$ cat src/rtl/td4_pkg.sv
// Shared definitions for the TD4-class core: opcode encodings and sequencer states.
package td4_pkg;

  localparam logic [3:0] OP_ADD_A  = 4'b0000;
  localparam logic [3:0] OP_ADD_B  = 4'b1010;
  localparam logic [3:0] OP_MOV_A  = 4'b1100;
  localparam logic [3:0] OP_MOV_B  = 4'b1110;
  localparam logic [3:0] OP_MOV_AB = 4'b1000;
  localparam logic [3:0] OP_MOV_BA = 4'b0010;
  localparam logic [3:0] OP_IN_A   = 4'b0100;
  localparam logic [3:0] OP_IN_B   = 4'b0110;
  localparam logic [3:0] OP_OUT_B  = 4'b1001;
  localparam logic [3:0] OP_OUT_IM = 4'b1101;
  localparam logic [3:0] OP_JNC    = 4'b0111;
  localparam logic [3:0] OP_JMP    = 4'b1111;

  typedef enum logic [1:0] {
    ST_RUN        = 2'd0,
    ST_STEP_WAIT  = 2'd1,
    ST_STEP_ARMED = 2'd2,
    ST_HALT       = 2'd3
  } state_e;

endpackage

$ cat src/rtl/td4_alu.sv
// DW-bit adder shared by both ADD instructions; carry-out feeds the carry flag.
module td4_alu #(
  parameter int DW = 4
) (
  input  logic [DW-1:0] a,
  input  logic [DW-1:0] imm,
  output logic [DW-1:0] sum,
  output logic          cout
);

  // Zero-extend both operands by one bit so the MSB of the result is the carry.
  always_comb begin
    {cout, sum} = {1'b0, a} + {1'b0, imm};
  end

endmodule

$ cat src/rtl/td4_core.sv
// TD4-class single-cycle CPU core with carry, IN/OUT, JMP/JNC, valid/ready fetch
// handshake, single-step sequencing and self-jump halt.
module td4_core
  import td4_pkg::*;
#(
  parameter int DW               = 4,
  parameter int AW               = 4,
  parameter int HALT_ON_SELF_JMP = 1
) (
  input  logic          clk,
  input  logic          rst,
  input  logic [3:0]    opcode,
  input  logic [DW-1:0] immediate,
  input  logic          instr_valid,
  output logic          instr_ready,
  input  logic [DW-1:0] io_input,
  input  logic          step_mode,
  input  logic          step_req,
  output logic [DW-1:0] regA_o,
  output logic [DW-1:0] regB_o,
  output logic [DW-1:0] regOut,
  output logic [AW-1:0] pc_out,
  output logic          carry,
  output logic          retire,
  output logic          halted
);

  state_e        state;
  logic          step_q;
  logic          step_edge;
  logic          fire;
  logic [DW-1:0] alu_a;
  logic [DW-1:0] alu_sum;
  logic          alu_cout;
  logic [AW-1:0] jmp_target;
  logic [AW-1:0] pc_inc;
  logic          jmp_taken;
  logic          halt_hit;

  // Immediate is zero-extended or truncated to the PC width for jumps.
  if (DW >= AW) begin : g_tgt_trunc
    assign jmp_target = immediate[AW-1:0];
  end else begin : g_tgt_ext
    assign jmp_target = {{(AW-DW){1'b0}}, immediate};
  end

  // Handshake, step edge, next-PC and halt decode.
  always_comb begin
    instr_ready = (state == ST_RUN) || (state == ST_STEP_ARMED);
    halted      = (state == ST_HALT);
    fire        = instr_valid && instr_ready;
    step_edge   = step_req && !step_q;
    pc_inc      = pc_out + AW'(1);
    alu_a       = (opcode == OP_ADD_B) ? regB_o : regA_o;
    jmp_taken   = fire && ((opcode == OP_JMP) || ((opcode == OP_JNC) && !carry));
    halt_hit    = jmp_taken && (jmp_target == pc_out) && (HALT_ON_SELF_JMP != 0);
  end

  td4_alu #(.DW(DW)) u_alu (
    .a    (alu_a),
    .imm  (immediate),
    .sum  (alu_sum),
    .cout (alu_cout)
  );

  // Architectural state: registers, carry, PC and the retire pulse update only on fire.
  always_ff @(posedge clk or posedge rst) begin
    if (rst) begin
      regA_o <= '0;
      regB_o <= '0;
      regOut <= '0;
      pc_out <= '0;
      carry  <= 1'b0;
      retire <= 1'b0;
    end else begin
      retire <= fire;
      if (fire) begin
        carry  <= 1'b0;
        pc_out <= jmp_taken ? jmp_target : pc_inc;
        case (opcode)
          OP_ADD_A: begin
            regA_o <= alu_sum;
            carry  <= alu_cout;
          end
          OP_ADD_B: begin
            regB_o <= alu_sum;
            carry  <= alu_cout;
          end
          OP_MOV_A:  regA_o <= immediate;
          OP_MOV_B:  regB_o <= immediate;
          OP_MOV_AB: regA_o <= regB_o;
          OP_MOV_BA: regB_o <= regA_o;
          OP_IN_A:   regA_o <= io_input;
          OP_IN_B:   regB_o <= io_input;
          OP_OUT_B:  regOut <= regB_o;
          OP_OUT_IM: regOut <= immediate;
          default:   ;
        endcase
      end
    end
  end

  // Run/step/halt sequencer; the step edge detector runs in every state.
  always_ff @(posedge clk or posedge rst) begin
    if (rst) begin
      state  <= ST_RUN;
      step_q <= 1'b0;
    end else begin
      step_q <= step_req;
      case (state)
        ST_RUN: begin
          if (halt_hit)       state <= ST_HALT;
          else if (step_mode) state <= ST_STEP_WAIT;
        end
        ST_STEP_WAIT: begin
          if (!step_mode)     state <= ST_RUN;
          else if (step_edge) state <= ST_STEP_ARMED;
        end
        ST_STEP_ARMED: begin
          // Leaving step mode while armed goes straight to RUN, so the permit is not lost.
          if (halt_hit)        state <= ST_HALT;
          else if (!step_mode) state <= ST_RUN;
          else if (fire)       state <= ST_STEP_WAIT;
        end
        default: state <= ST_HALT;
      endcase
    end
  end

endmodule

$ cat config.mk
export PLATFORM = sky130hd
export DESIGN_NAME = td4_core
export DESIGN_NICKNAME = d
export VERILOG_FILES = /design/src/rtl/td4_pkg.sv /design/src/rtl/td4_alu.sv /design/src/rtl/td4_core.sv
export SDC_FILE = /design/constraint.sdc
export NUM_CORES = 1
export LEC_CHECK = 0
export ABC_AREA = 1
export BUFFER_PORTS_ARGS = -buffer_cell sky130_fd_sc_hd__buf_2
export CORE_AREA = 4 4 57 59
export DETAILED_ROUTE_END_ITERATION = 10
export DIE_AREA = 0 0 61 63
export PLACE_DENSITY = 0.82
export SETUP_SLACK_MARGIN = 0.5
export SLEW_MARGIN = 15
export SYNTH_ARGS = -nofsm -noshare
export SYNTH_HDL_FRONTEND = slang
export SYNTH_SLANG_ARGS = --single-unit
$ cat constraint.sdc
create_clock -name clk -period 2.6 [get_ports clk]
set_input_delay 0.26 -clock clk [delete_from_list [all_inputs] [get_ports clk]]
set_output_delay 0.26 -clock clk [all_outputs]
set_load 0.02 [all_outputs]
# Word-level counts from Yosys, hierarchy flattened
# Index checks and enable logic that the tools add are counted.
# Widths: inputs -> output; s select.
# word_totals
reg_bits	21
inputBits	17
output_inout_bits	20
word_cells	61
# op_classes
addsub	2
eq_ne	18
mux	14
reduce_logical	19
# op_table
cell	n
$pmux 4 s4	2
$eq 4x4->1 const B	7
$mux 2	7
$eq 4x3->1 const B	3
$mux 4	2
$pmux 4 s2	1
$reduce_bool 4->1	2
$ne 3x3->1 const B	2
$pmux 2 s3	1
$reduce_and 2->1	3
$add 4x4->5	1
$logic_and 1x1->1	5
$add 4x1->4 const B	1
$eq 2x2->1 const B	2
$eq 4x2->1 const B	1
$eq 4x4->1	1
$logic_not 4->1	1
$ne 4x4->1 const B	1
$reduce_and 3->1	1
$eq 2x1->1 const B	1
$logic_not 1->1	2
$logic_not 2->1	1
$logic_or 1x1->1	2
$reduce_bool 2->1	1
2 further kinds	2

# Longest topological paths before layout
# logic_depth
word_depth	7
mapped_depth	12
ltp_nobuf	12

# By module
# Synthesis repeated with hierarchy kept, for this count alone.
# hier_totals
cells_unflattened	223
hier_area_um2	1550.2
# modules_own_cells
module	n_inst	cells_per_inst	area_per_inst_um2	seq_area_each_um2
td4_core	1	198	1392.6	525.5
td4_alu	1	25	157.7	0.0

# Worst setup path after synthesis
# OpenSTA, ideal clock, no wires.
# synth_timing
kind	input to register
startpoint	input opcode[3]
endpoint	register regB_o[2]
setup_ns	0.126
arrival_ns	1.844
t_required_ns	2.474
path_slack_ns	0.629
path_stages	12
path_buffers	0
path_cell_list	inv_2 nor2_2 nand3_1 nand2_1 o21ai_0 ha_1 fa_1 xor2_1 inv_1 nor2_1 o21ai_1 o21ai_1
# synth_between
elab_chain_cells	4
elab_cells_between_ends	9
classes_between	1 x add/sub; 4 x eq/ne; 2 x mux; 2 x reduce/logical
# synth_rtl
item	line	text
start, declared	td4_core.sv:12	input logic [3:0] opcode,
$eq 4x4->1	td4_core.sv:54, td4_core.sv:80	
$mux 4	td4_core.sv:54	alu_a = (opcode == OP_ADD_B) ? regB_o : regA_o;
$add 4x4->5	td4_alu.sv:13	{cout, sum} = {1'b0, a} + {1'b0, imm};
$pmux 4 s4	td4_core.sv:80	case (opcode)
end signal, assigned	td4_core.sv:86	regB_o <= alu_sum;
end signal, assigned	td4_core.sv:90	OP_MOV_B: regB_o <= immediate;
end signal, assigned	td4_core.sv:92	OP_MOV_BA: regB_o <= regA_o;
end, declared	td4_core.sv:20	output logic [DW-1:0] regB_o,
# Parallel ways exist; a longest one is shown, timed or not.
# A chain may end at the register's enable or synchronous reset.

# Worst setup path in the final report
# layout_timing
startpoint	input opcode[2]
endpoint	register regB_o[2]
# The elaborated chain is that of the path after synthesis.

==> results.py <==
metrics = {
    "run_status": {
        "status": "finished, final reports clean",
    },
    "power_and_ir_drop": {
        "p_comb_share_pct": 55.2,
        "powerDensity_nw_per_um2": 968,
        "max-vdd-ir-drop_mv": 0.630,
        "p_clk_share_pct": 9.5,
        "power_leakage_nw": 0.910,
        "p_seq_share_pct": 35.3,
        "power.switching_mw": 0.833,
        "finalPower_mw": 1.70,
        "internal_power_mw": 0.872,
        "swShare_pct": 48.8,
    },
    "critical_path": {
        "path_buf_inv": 2,
        "path_cells": "buf_2, nor2_2, nand3_2, nand2_1, o21ai_0, ha_1, fa_1, xor2_1, inv_1, nor2_1, o21ai_1, o21ai_1",
        "start_kind": "primary input",
        "r2r_start": "regB_o[0]",
        "critPathMaxStageDelay_ns": 0.40,
        "crit_arrival_ns": 2.12,
        "reg2reg_slack_ns": 0.76,
        "rr_endpoint": "regB_o[2]",
        "critPathKind": "in2reg",
        "path_delay_family": "adder cells",
        "cpMostUsedCell": "o21ai_1",
        "crit_start": "opcode[2]",
        "end_kind": "flip-flop",
        "worst_path_max_delay_cell": "fa_1",
        "r2r_cells": 9,
        "worstPathMaxFanout": 9,
        "cp_data_required_time_ns": 2.80,
    },
    "placed_design": {
        "dpl.hpwl_mm": 3.01,
        "dp_cells": 276,
        "place_area_sq_um": 1730,
        "globalplace.congestion": 0.964,
        "port_buffers": 36,
        "pre_cts_slack_ns": 0.296,
    },
    "sta": {
        "worstMarginPinSlew_ns": 0.828,
        "finalHoldViolations": 0,
        "fin_ws_ns": 0.687,
        "fin_crit_sh_pct": 73.6,
        "clock_skew_ns": 0.00682,
        "maxSlewHeadroom_pct": 44.8,
        "max_freq_mhz": 523,
        "min_period_ns": 1.91,
        "tns_ns": 0,
        "drv_slew": 0,
        "fin_hold_ws_ns": 0.0639,
        "rsz0062_at_grt": "no",
        "setup_viol": 0,
    },
    "layout": {
        "fin_cells": 280,
        "diodes": 0,
        "fillers": 262,
        "final_common_cell": "nand2_1",
        "post-route-util_pct": 65.0,
        "layout.cells.most_common_list": "nand2_1 (54), buf_2 (36), inv_1 (29)",
        "syn_to_final_growth_pct": 16.6,
        "final_area_sq_um": 1760,
        "drive_gt1_share_pct": 22.5,
        "nets": 274,
    },
    "die": {
        "pin_count": 37,
        "die_w_um": 61,
        "coreArea_sq_um": 2710,
        "die_h_um": 63,
        "rows": 19,
        "start_util_pct": 55.7,
        "dieArea_sq_um": 3840,
    },
    "hold_path": {
        "hold_class": "in2reg",
        "min_path_cells": 1,
        "hp-start": "step_req",
        "hold_end": "step_q",
    },
    "detailed_routing": {
        "drt_iter0_markers": 107,
        "wl_per_cell_um": 13.9,
        "drc": 0,
        "vias_per_cell": 5.70,
        "drtAntennaViolNets": 0,
        "firstDrtPassIters": 5,
        "vias": 1596,
        "routed_wl_mm": 3.89,
    },
    "synthesis": {
        "synth_top_family_by_area": "simple AND/OR/NAND/NOR gates",
        "yosysTopAreaCellShare_pct": 34.8,
        "synth.avg_cell_area_sq_um": 7.23,
        "ys_types": 26,
        "yosys.area_share.xor_xnor_pct": 1.74,
        "netlist_area_sq_um": 1510,
        "synthCells": 209,
        "yosys.area_share.simple_pct": 28.8,
        "synth_compound_area_share_pct": 19.9,
        "synth_seq_cells": 21,
        "muxShareOfSynthArea_pct": 0,
        "synth_fa_ha_area_share_pct": 6.30,
        "synth_fp_nets": 233,
        "synthTopCellsByArea": "dfrtp_1 (35%), nand2_1 (13%), inv_1 (7.2%), o21ai_1 (5.6%), ha_1 (5.0%)",
        "seq_area_frac_synth_pct": 34.8,
        "synth_top_area_cell": "dfrtp_1",
        "yosys_warnings": 0,
    },
    "global_route": {
        "grt.busiest_layer": "met2",
        "grt_overflow_total": 0,
        "grt_max_degree": 22,
        "track_usage_pct": 21.2,
        "grt_pass1_wl_mm": 6.39,
        "grtUsageMet1_pct": 30.2,
        "grtUsageMet3_pct": 5.79,
        "first_global_vias": 1405,
        "antenna_found_initial": 0,
        "grtUsageMet2_pct": 30.3,
    },
    "clock_network": {
        "ctsHtreeMaxLevel": 1,
        "clock_latency_ns": 0.31,
        "clockRootBuffer": "clkbuf_4",
        "clock_path_buffers": 2,
        "cts_tree": "yes",
        "cts_made_buffers": 3,
        "clk_pin_slew_ns": 0.12,
        "postCtsSetupBuffers": 0,
        "cts_hold_buffers": 0,
        "clock-sinks": 21,
    },
    "run": {
        "drv_cap": 0,
    },
}
## repair_timing
| action | 4_1_cts | 5_1_grt |
|---|---|---|
| endpoints found under the setup margin | 0 | 2 |
| hold endpoints to repair | 0 | 0 |
| gates resized for setup | 0 | 1 |
## worst register-to-register path: cells and delay by family (launching register included)
kind,cells,cell delay [ns]
adders and majority gates,2,0.63
xor gates and xnor gates,1,0.17
and+or+nand+nor,1,0.03
AOI/OAI and AO/OA,3,0.30
DFF,1,0.44
buffers and inverters,2,0.16
## power groups by stage
stage                     clock network [mW]  logic, mW  registers [mW]
after floorplan                            0      0.505           0.747
after global placement                     0      0.926           0.608
after detailed placement                   0      0.939           0.608
after CTS                              0.165      0.942           0.601
after global routing                   0.176       1.05           0.626
final                                  0.162      0.941           0.602
## layer usage
layer	part of all wire, %	wire, um	vias up
met5	0	0	-
met4	2.5	97	0
met3	9.7	375	14
met2	45	1730	77
met1	43	1680	724
li1	-	-	781
## sequential cells by signal (all words and copies together) (netlist names)
signal  count
retire      1
regOut      4
regA_o      4
state       2
regB_o      4
pc_out      4
step_q      1
carry       1
## layout make-up
cell class / count / area [sq um] / share of cell area [%]
multi-input combinational: 154 / 862 / 49.0
inverter: 34 / 128 / 7.25
timing repair buffer: 36 / 180 / 10.2
tap: 31 / 38.8 / 2.20
clock buffer: 4 / 26.3 / 1.49
sequential: 21 / 526 / 29.9
## cell families after synthesis
logic type	Yosys count
AO/OA/AOI/OAI	51
XOR/XNOR	3
adder cells (fa/ha/maj)	7
buffers and inverters	34
flip-flops	21
AND/OR/NAND/NOR	93
## cells in the mapped netlist (all sizes together)
| library cell | number |
|---|---|
| nand4 | 3 |
| a21o | 2 |
| a31oi | 3 |
| nor4 | 1 |
| o22ai | 6 |
| dfrtp | 21 |
| nand3b | 1 |
| ha | 6 |
| a21oi | 5 |
| o21ai | 24 |
| nor2 | 18 |
| o2111ai | 1 |
| o211ai | 9 |
| fa | 1 |
| nand3 | 13 |
| o21bai | 1 |
| nand2 | 56 |
| xor2 | 3 |
| inv | 34 |
| nor3 | 1 |
## worst max-delay path by stage
stage / to / slack [ns] / cells past startpoint
2_1_floorplan: regB_o[2] / 0.63 / 12
3_3_place_gp: regB_o[2] / 0.38 / 12
4_1_cts: regB_o[2] / 0.63 / 12
6_report: regB_o[2] / 0.69 / 12
3_5_place_dp: regB_o[2] / 0.30 / 12
5_1_grt: regB_o[2] / 0.52 / 12
No activity file was read; power rests on OpenSTA's default activity.
